===== src/rtl/hazard_ctrl_pkg.sv =====
// Shared definitions for the execute-stage forwarding/hazard scheduler:
// forward-mux select codes, RV32 major opcodes and the history-slot record.
package hazard_ctrl_pkg;

    // Forward-mux select encodings driven to the EX operand muxes
    localparam logic [1:0] FWD_NONE = 2'b00;
    localparam logic [1:0] FWD_ONE  = 2'b01;
    localparam logic [1:0] FWD_TWO  = 2'b10;

    // RV32 major opcodes recognised by the decoder
    localparam logic [6:0] OPC_OP     = 7'b0110011;
    localparam logic [6:0] OPC_OP_IMM = 7'b0010011;
    localparam logic [6:0] OPC_LOAD   = 7'b0000011;
    localparam logic [6:0] OPC_STORE  = 7'b0100011;
    localparam logic [6:0] OPC_BRANCH = 7'b1100011;
    localparam logic [6:0] OPC_JALR   = 7'b1100111;
    localparam logic [6:0] OPC_JAL    = 7'b1101111;
    localparam logic [6:0] OPC_LUI    = 7'b0110111;
    localparam logic [6:0] OPC_AUIPC  = 7'b0010111;
    localparam logic [6:0] OPC_CSR    = 7'b1110011;

    // One pipeline history entry: is it live, does it write a register, which one
    typedef struct packed {
        logic       valid;
        logic       writes_rd;
        logic [4:0] rd;
    } hist_slot_t;

endpackage


===== src/rtl/hazard_decode.sv =====
// Register-usage decoder: classifies an instruction by which source
// registers it reads and whether it writes a (non-x0) destination.
module hazard_decode
    import hazard_ctrl_pkg::*;
#(
    parameter int XLEN = 32
) (
    input  logic [XLEN-1:0] instruction,
    output logic            uses_rs1,
    output logic            uses_rs2,
    output logic            writes_rd,
    output logic [4:0]      rs1,
    output logic [4:0]      rs2,
    output logic [4:0]      rd
);

    logic [6:0] opcode;
    logic [2:0] funct3;
    logic       unused_upper_bits;

    assign opcode = instruction[6:0];
    assign funct3 = instruction[14:12];
    assign rd     = instruction[11:7];
    assign rs1    = instruction[19:15];
    assign rs2    = instruction[24:20];

    // funct7 / immediate high bits never affect register usage
    assign unused_upper_bits = ^instruction[XLEN-1:25];

    // Classify operand reads and destination write from the major opcode
    always_comb begin
        uses_rs1  = 1'b0;
        uses_rs2  = 1'b0;
        writes_rd = 1'b0;
        case (opcode)
            OPC_OP: begin
                uses_rs1  = 1'b1;
                uses_rs2  = 1'b1;
                writes_rd = 1'b1;
            end
            OPC_OP_IMM, OPC_LOAD, OPC_JALR: begin
                uses_rs1  = 1'b1;
                writes_rd = 1'b1;
            end
            OPC_STORE, OPC_BRANCH: begin
                uses_rs1 = 1'b1;
                uses_rs2 = 1'b1;
            end
            OPC_LUI, OPC_AUIPC, OPC_JAL: begin
                writes_rd = 1'b1;
            end
            OPC_CSR: begin
                // Immediate CSR forms carry a zimm in the rs1 field
                uses_rs1  = ~funct3[2];
                writes_rd = 1'b1;
            end
            default: ;
        endcase
        // x0 is hardwired zero: writing it never creates a dependency
        if (rd == 5'd0) begin
            writes_rd = 1'b0;
        end
    end

endmodule


===== src/rtl/hazard_ctrl.sv =====
// Execute-stage forwarding/hazard scheduler. Tracks destination registers of
// the EX, WB and post-WB (OLD) instructions and registers the A/B forward-mux
// selects for the instruction entering EX. Stall freezes all history; a flush
// seen during a stall is remembered and turns the next advancing slot into a bubble.
// Optional feature macro: HAZARD_CTRL_PERF_EN adds saturating forward counters.
module hazard_ctrl
    import hazard_ctrl_pkg::*;
#(
    parameter int XLEN  = 32,
    parameter int CNT_W = 32
) (
    input  logic             clk,
    input  logic             rst_n,
    input  logic [XLEN-1:0]  id_instruction,
    input  logic             id_valid,
    input  logic             stall,
    input  logic             flush,
    output logic [1:0]       a_forward_select,
    output logic [1:0]       b_forward_select,
    output logic             ex_valid,
    output logic             wb_reg_en
`ifdef HAZARD_CTRL_PERF_EN
    ,
    output logic [CNT_W-1:0] fwd1_count,
    output logic [CNT_W-1:0] fwd2_count
`endif
);

    logic       dec_uses_rs1;
    logic       dec_uses_rs2;
    logic       dec_writes_rd;
    logic [4:0] dec_rs1;
    logic [4:0] dec_rs2;
    logic [4:0] dec_rd;

    logic       vld_p0;
    logic       flush_pend;
    logic [1:0] a_sel_p0;
    logic [1:0] b_sel_p0;
    hist_slot_t slot_p0;
    hist_slot_t hist_p1;   // EX
    hist_slot_t hist_p2;   // WB
    hist_slot_t hist_p3;   // OLD
    logic       unused_old_slot;

    // Newest live writer of src wins; x0 or an unused operand never forwards
    function automatic logic [1:0] pick_fwd(input logic       used,
                                            input logic [4:0] src,
                                            input hist_slot_t newer,
                                            input hist_slot_t older);
        if (!used || src == 5'd0) begin
            return FWD_NONE;
        end
        if (newer.valid && newer.writes_rd && newer.rd == src) begin
            return FWD_ONE;
        end
        if (older.valid && older.writes_rd && older.rd == src) begin
            return FWD_TWO;
        end
        return FWD_NONE;
    endfunction

    hazard_decode #(
        .XLEN (XLEN)
    ) u_decode (
        .instruction (id_instruction),
        .uses_rs1    (dec_uses_rs1),
        .uses_rs2    (dec_uses_rs2),
        .writes_rd   (dec_writes_rd),
        .rs1         (dec_rs1),
        .rs2         (dec_rs2),
        .rd          (dec_rd)
    );

    // ---- p0: incoming instruction (decode stage), selects computed here ----
    assign vld_p0   = id_valid & ~flush & ~flush_pend;
    assign a_sel_p0 = vld_p0 ? pick_fwd(dec_uses_rs1, dec_rs1, hist_p1, hist_p2) : FWD_NONE;
    assign b_sel_p0 = vld_p0 ? pick_fwd(dec_uses_rs2, dec_rs2, hist_p1, hist_p2) : FWD_NONE;
    assign slot_p0  = '{valid:     vld_p0,
                        writes_rd: vld_p0 & dec_writes_rd,
                        rd:        vld_p0 ? dec_rd : 5'd0};

    // Datapath old-writeback register must freeze together with the history
    assign wb_reg_en = ~stall;

    // ---- p1..p3: history shift and registered selects on each advance edge ----
    always_ff @(posedge clk or negedge rst_n) begin
        if (!rst_n) begin
            hist_p1          <= '0;
            hist_p2          <= '0;
            hist_p3          <= '0;
            a_forward_select <= FWD_NONE;
            b_forward_select <= FWD_NONE;
            flush_pend       <= 1'b0;
        end else if (!stall) begin
            hist_p3          <= hist_p2;
            hist_p2          <= hist_p1;
            hist_p1          <= slot_p0;
            a_forward_select <= a_sel_p0;
            b_forward_select <= b_sel_p0;
            flush_pend       <= 1'b0;
        end else if (flush) begin
            flush_pend       <= 1'b1;
        end
    end

    assign ex_valid = hist_p1.valid;

    // OLD mirrors the external old-writeback register; nothing here forwards from it
    assign unused_old_slot = ^hist_p3;

`ifdef HAZARD_CTRL_PERF_EN
    logic [1:0] fwd1_inc;
    logic [1:0] fwd2_inc;

    // Add 0..2 to a counter, clamping at all-ones
    function automatic logic [CNT_W-1:0] sat_add(input logic [CNT_W-1:0] cnt,
                                                 input logic [1:0]       inc);
        logic [CNT_W:0] sum;
        sum = {1'b0, cnt} + {{(CNT_W-1){1'b0}}, inc};
        return sum[CNT_W] ? {CNT_W{1'b1}} : sum[CNT_W-1:0];
    endfunction

    assign fwd1_inc = {1'b0, a_sel_p0 == FWD_ONE} + {1'b0, b_sel_p0 == FWD_ONE};
    assign fwd2_inc = {1'b0, a_sel_p0 == FWD_TWO} + {1'b0, b_sel_p0 == FWD_TWO};

    // Count forwards issued with each advancing instruction
    always_ff @(posedge clk or negedge rst_n) begin
        if (!rst_n) begin
            fwd1_count <= '0;
            fwd2_count <= '0;
        end else if (!stall) begin
            fwd1_count <= sat_add(fwd1_count, fwd1_inc);
            fwd2_count <= sat_add(fwd2_count, fwd2_inc);
        end
    end
`else
    // Performance counters not built
`endif

endmodule


===== config.mk =====
export PLATFORM = sky130hd
export DESIGN_NAME = hazard_ctrl
export DESIGN_NICKNAME = d
export VERILOG_FILES = /design/src/rtl/hazard_ctrl_pkg.sv /design/src/rtl/hazard_decode.sv /design/src/rtl/hazard_ctrl.sv
export SDC_FILE = /design/constraint.sdc
export NUM_CORES = 1
export LEC_CHECK = 0
export CAP_MARGIN = 0
export CORE_MARGIN = 8
export CORE_UTILIZATION = 42
export DETAILED_ROUTE_END_ITERATION = 7
export PLACE_DENSITY = 0.76
export SLEW_MARGIN = 20
export SYNTH_ARGS = -nofsm -noshare
export SYNTH_HDL_FRONTEND = slang
export SYNTH_HIERARCHICAL = 1
export SYNTH_SLANG_ARGS = --single-unit

===== constraint.sdc =====
create_clock -name clk -period 4.1 [get_ports clk]
set_input_delay 1.23 -clock clk [delete_from_list [all_inputs] [get_ports clk]]
set_output_delay 1.23 -clock clk [all_outputs]
set_load 0.01 [all_outputs]

==> run summary <==
CP required -> 2.87 ns
crit path cell chain -> clkdlybuf4s50_1 -> inv_1 -> clkdlybuf4s50_1
GR peak layer -> met2
met2 usage -> 21.8%
Synthesis Warnings -> 6
dominant synthesized flop cell -> dfrtp_1
final hold vios -> 0
final setup vio count -> 0
RSZ-0062 raised after global routing -> no
# fillers -> 267
CTS tree -> built
Initial DRT Pass Iterations -> 4
most frequent cells in the layout -> 33 x clkdlybuf4s50_1, 19 x dfrtp_1, 16 x xnor2_1
layout cells sized above 1 -> 10.6%
setup_tns -> 0 ns
MaxCap Viol Count -> 0
clock transition at the registers of the reported paths -> 0.11 ns
met3 global-route usage -> 3.07%
global-route wire length before repair -> 4.57 mm
commonest non-fill, non-tap cell in the layout -> clkdlybuf4s50_1
largest net degree at the start of global routing -> 20
initial antenna violation count -> 0
area of the multi-input gates -> 569 um2
core area -> 2710 um2
fin. max-slew vios -> 0
H-Tree Depth -> 1
Post-route DRC -> 0
synth unique cells -> 31
via count -> 901
pwr/cell area -> 262 nW/um2
IO Port Bufs -> 33
critical path endpoint category -> primary output
num ports -> 43
FF/Latch Area -> 475 um2
Most common cell on crit path -> clkdlybuf4s50_1
kind of critical path -> input port to primary output
DPL Wire Length -> 2.20 mm
post-route ant nets -> 0
Routed WL per cell -> 16.4 um
DRT iter0 DRCs -> 26
hold crit path type -> flip-flop to flip-flop
slew margin rel. -> 42.9%
Leak Pwr -> 0.576 nW
DP Worst Slack -> 0.597 ns
vias in the first global route -> 985
startpoint types -> input port
M1 GR Usage -> 14.6%
Initial Util -> 43.1%
Max VDD drop -> 148 uV
gr ovfl total -> 0
CP Max Fanout -> 2
Die Width -> 68.8 um
crit-path max cell delay -> 0.54 ns
setup ws final -> 0.593 ns
Final period util -> 85.5%
Net Count, Synth -> 148
total track usage -> 12.8%
Syn Std Cell Area -> 1170 um2
Clock Latency Late Sink -> 0.29 ns
GP Congestion -> 0.806
CP max-delay cell -> clkdlybuf4s50_1
Post-synth ARST share -> 100%
Routed WL -> 2.67 mm
number of diodes -> 0
status -> completed
CTS sink cnt -> 19
vias per cell -> 5.53
TritonCTS Buffers -> 3
slew at the pin with the worst max-slew slack -> 0.854 ns
Post-synth EDFFs -> 0
Max Root-Sink Buffers -> 2
cts hold-fix bufs -> 0
final core occ -> 53.6%
Resized cells post-CTS -> 0
clock skew -> 0.00109 ns
Mapped Cells -> 111
syn avg cell area -> 10.5 um2
fin crit period -> 3.51 ns
row cnt -> 19
die height -> 68.8 um
Area growth, synth to finish -> 24.2%
synthesized flop and latch total -> 19
post-CTS setup repair buffer count -> 0
fmax -> 0.285 GHz
proportion of synthesized chip area in sequential cells -> 40.7%
root buf cell -> clkbuf_4
arrival time at the worst endpoint -> 2.28 ns
die area -> 4730 um2
# nets final -> 170
## through the flow
stage | hold WS [ns] | power, mW | instance area [um2] | std cells
3_5_place_dp | 0.478 | 0.288 | 1430 | 159
5_1_grt | 0.547 | 0.399 | 1450 | 163
6_report | 0.505 | 0.380 | 1450 | 163
4_1_cts | 0.512 | 0.384 | 1450 | 163
3_3_place_gp | 0.467 | 0.284 | 1430 | 159
2_1_floorplan | 0.479 | 0.254 | 1170 | 111
## cell families (layout without fill, tap and decap cells)
group / Yosys count / after routing / share of synthesized area, %
AO/OA/AOI/OAI: 20 / 20 / 12.7
multiplexers: 7 / 7 / 6.75
buffers and inverters: 18 / 39 / 10.6
XOR/XNOR: 20 / 20 / 15.0
AND/OR/NAND/NOR: 27 / 27 / 14.2
flip-flops: 19 / 19 / 40.7
## synthesized netlist by cell type (2+ instances only)
cell | n | area share (%)
xor2_1 | 4 | 3.0
o21ai_0 | 3 | 1.3
nor2_1 | 5 | 1.6
a22o_1 | 7 | 5.2
xnor2_1 | 16 | 12
dfrtp_1 | 19 | 41
or4_1 | 4 | 2.6
nand2_1 | 6 | 1.9
mux2_2 | 7 | 6.7
o211ai_1 | 2 | 1.3
buf_4 | 15 | 9.6
nand4_1 | 4 | 2.1
## critical path: cells and delay by family
| family | cells | cell delay, ns |
|---|---|---|
| buffers and inverters | 3 | 1.04 |
## registers in the layout, summed over array words and instances, names as in the netlist
| register | flops |
|---|---|
| b_forward_select | 2 |
| ex_valid | 1 |
| flush_pend | 1 |
| hist_p2 | 7 |
| hist_p1 | 6 |
| a_forward_select | 2 |
## final timing paths
check | start | endpoint | slack, ns | cells past startpoint
max | stall | wb_reg_en | 0.59 | 3
min | b_forward_select[0]$_DFFE_PN0N_ | b_forward_select[0]$_DFFE_PN0N_ | 0.51 | 2
max reg2reg | flush_pend$_DFFE_PN0P_ | a_forward_select[1]$_DFFE_PN0N_ | 2.30 | 4
min reg2reg | b_forward_select[0]$_DFFE_PN0N_ | b_forward_select[0]$_DFFE_PN0N_ | 0.51 | 2
max in group asynchronous | rst_n | b_forward_select[0]$_DFFE_PN0N_ | 2.17 | 1
min in group asynchronous | rst_n | hist_p1[4]$_DFFE_PN0N_ | 1.41 | 1
## per-layer routing
layer  share of wire [%]  routed length, um
met2                  51               1350
met1                  41               1100
met5                   0                  0
met4                 1.5                 40
met3                 6.8                181
## final cells by class
class	count	share of cell area (%)
multi-input cells	74	39.2
inverters	1	0.259
clock buffers	4	1.81
repair buffers	34	23.3
well taps	31	2.67
flip-flops and latches	19	32.8
## report_power, final
group	switching (mW)	total (mW)	internal, mW
sequential	0.00902	0.204	0.195
combinational	0.0318	0.0800	0.0482
clock	0.0576	0.0955	0.0378
total	0.0984	0.380	0.281
(Power assumes the default switching activity.)
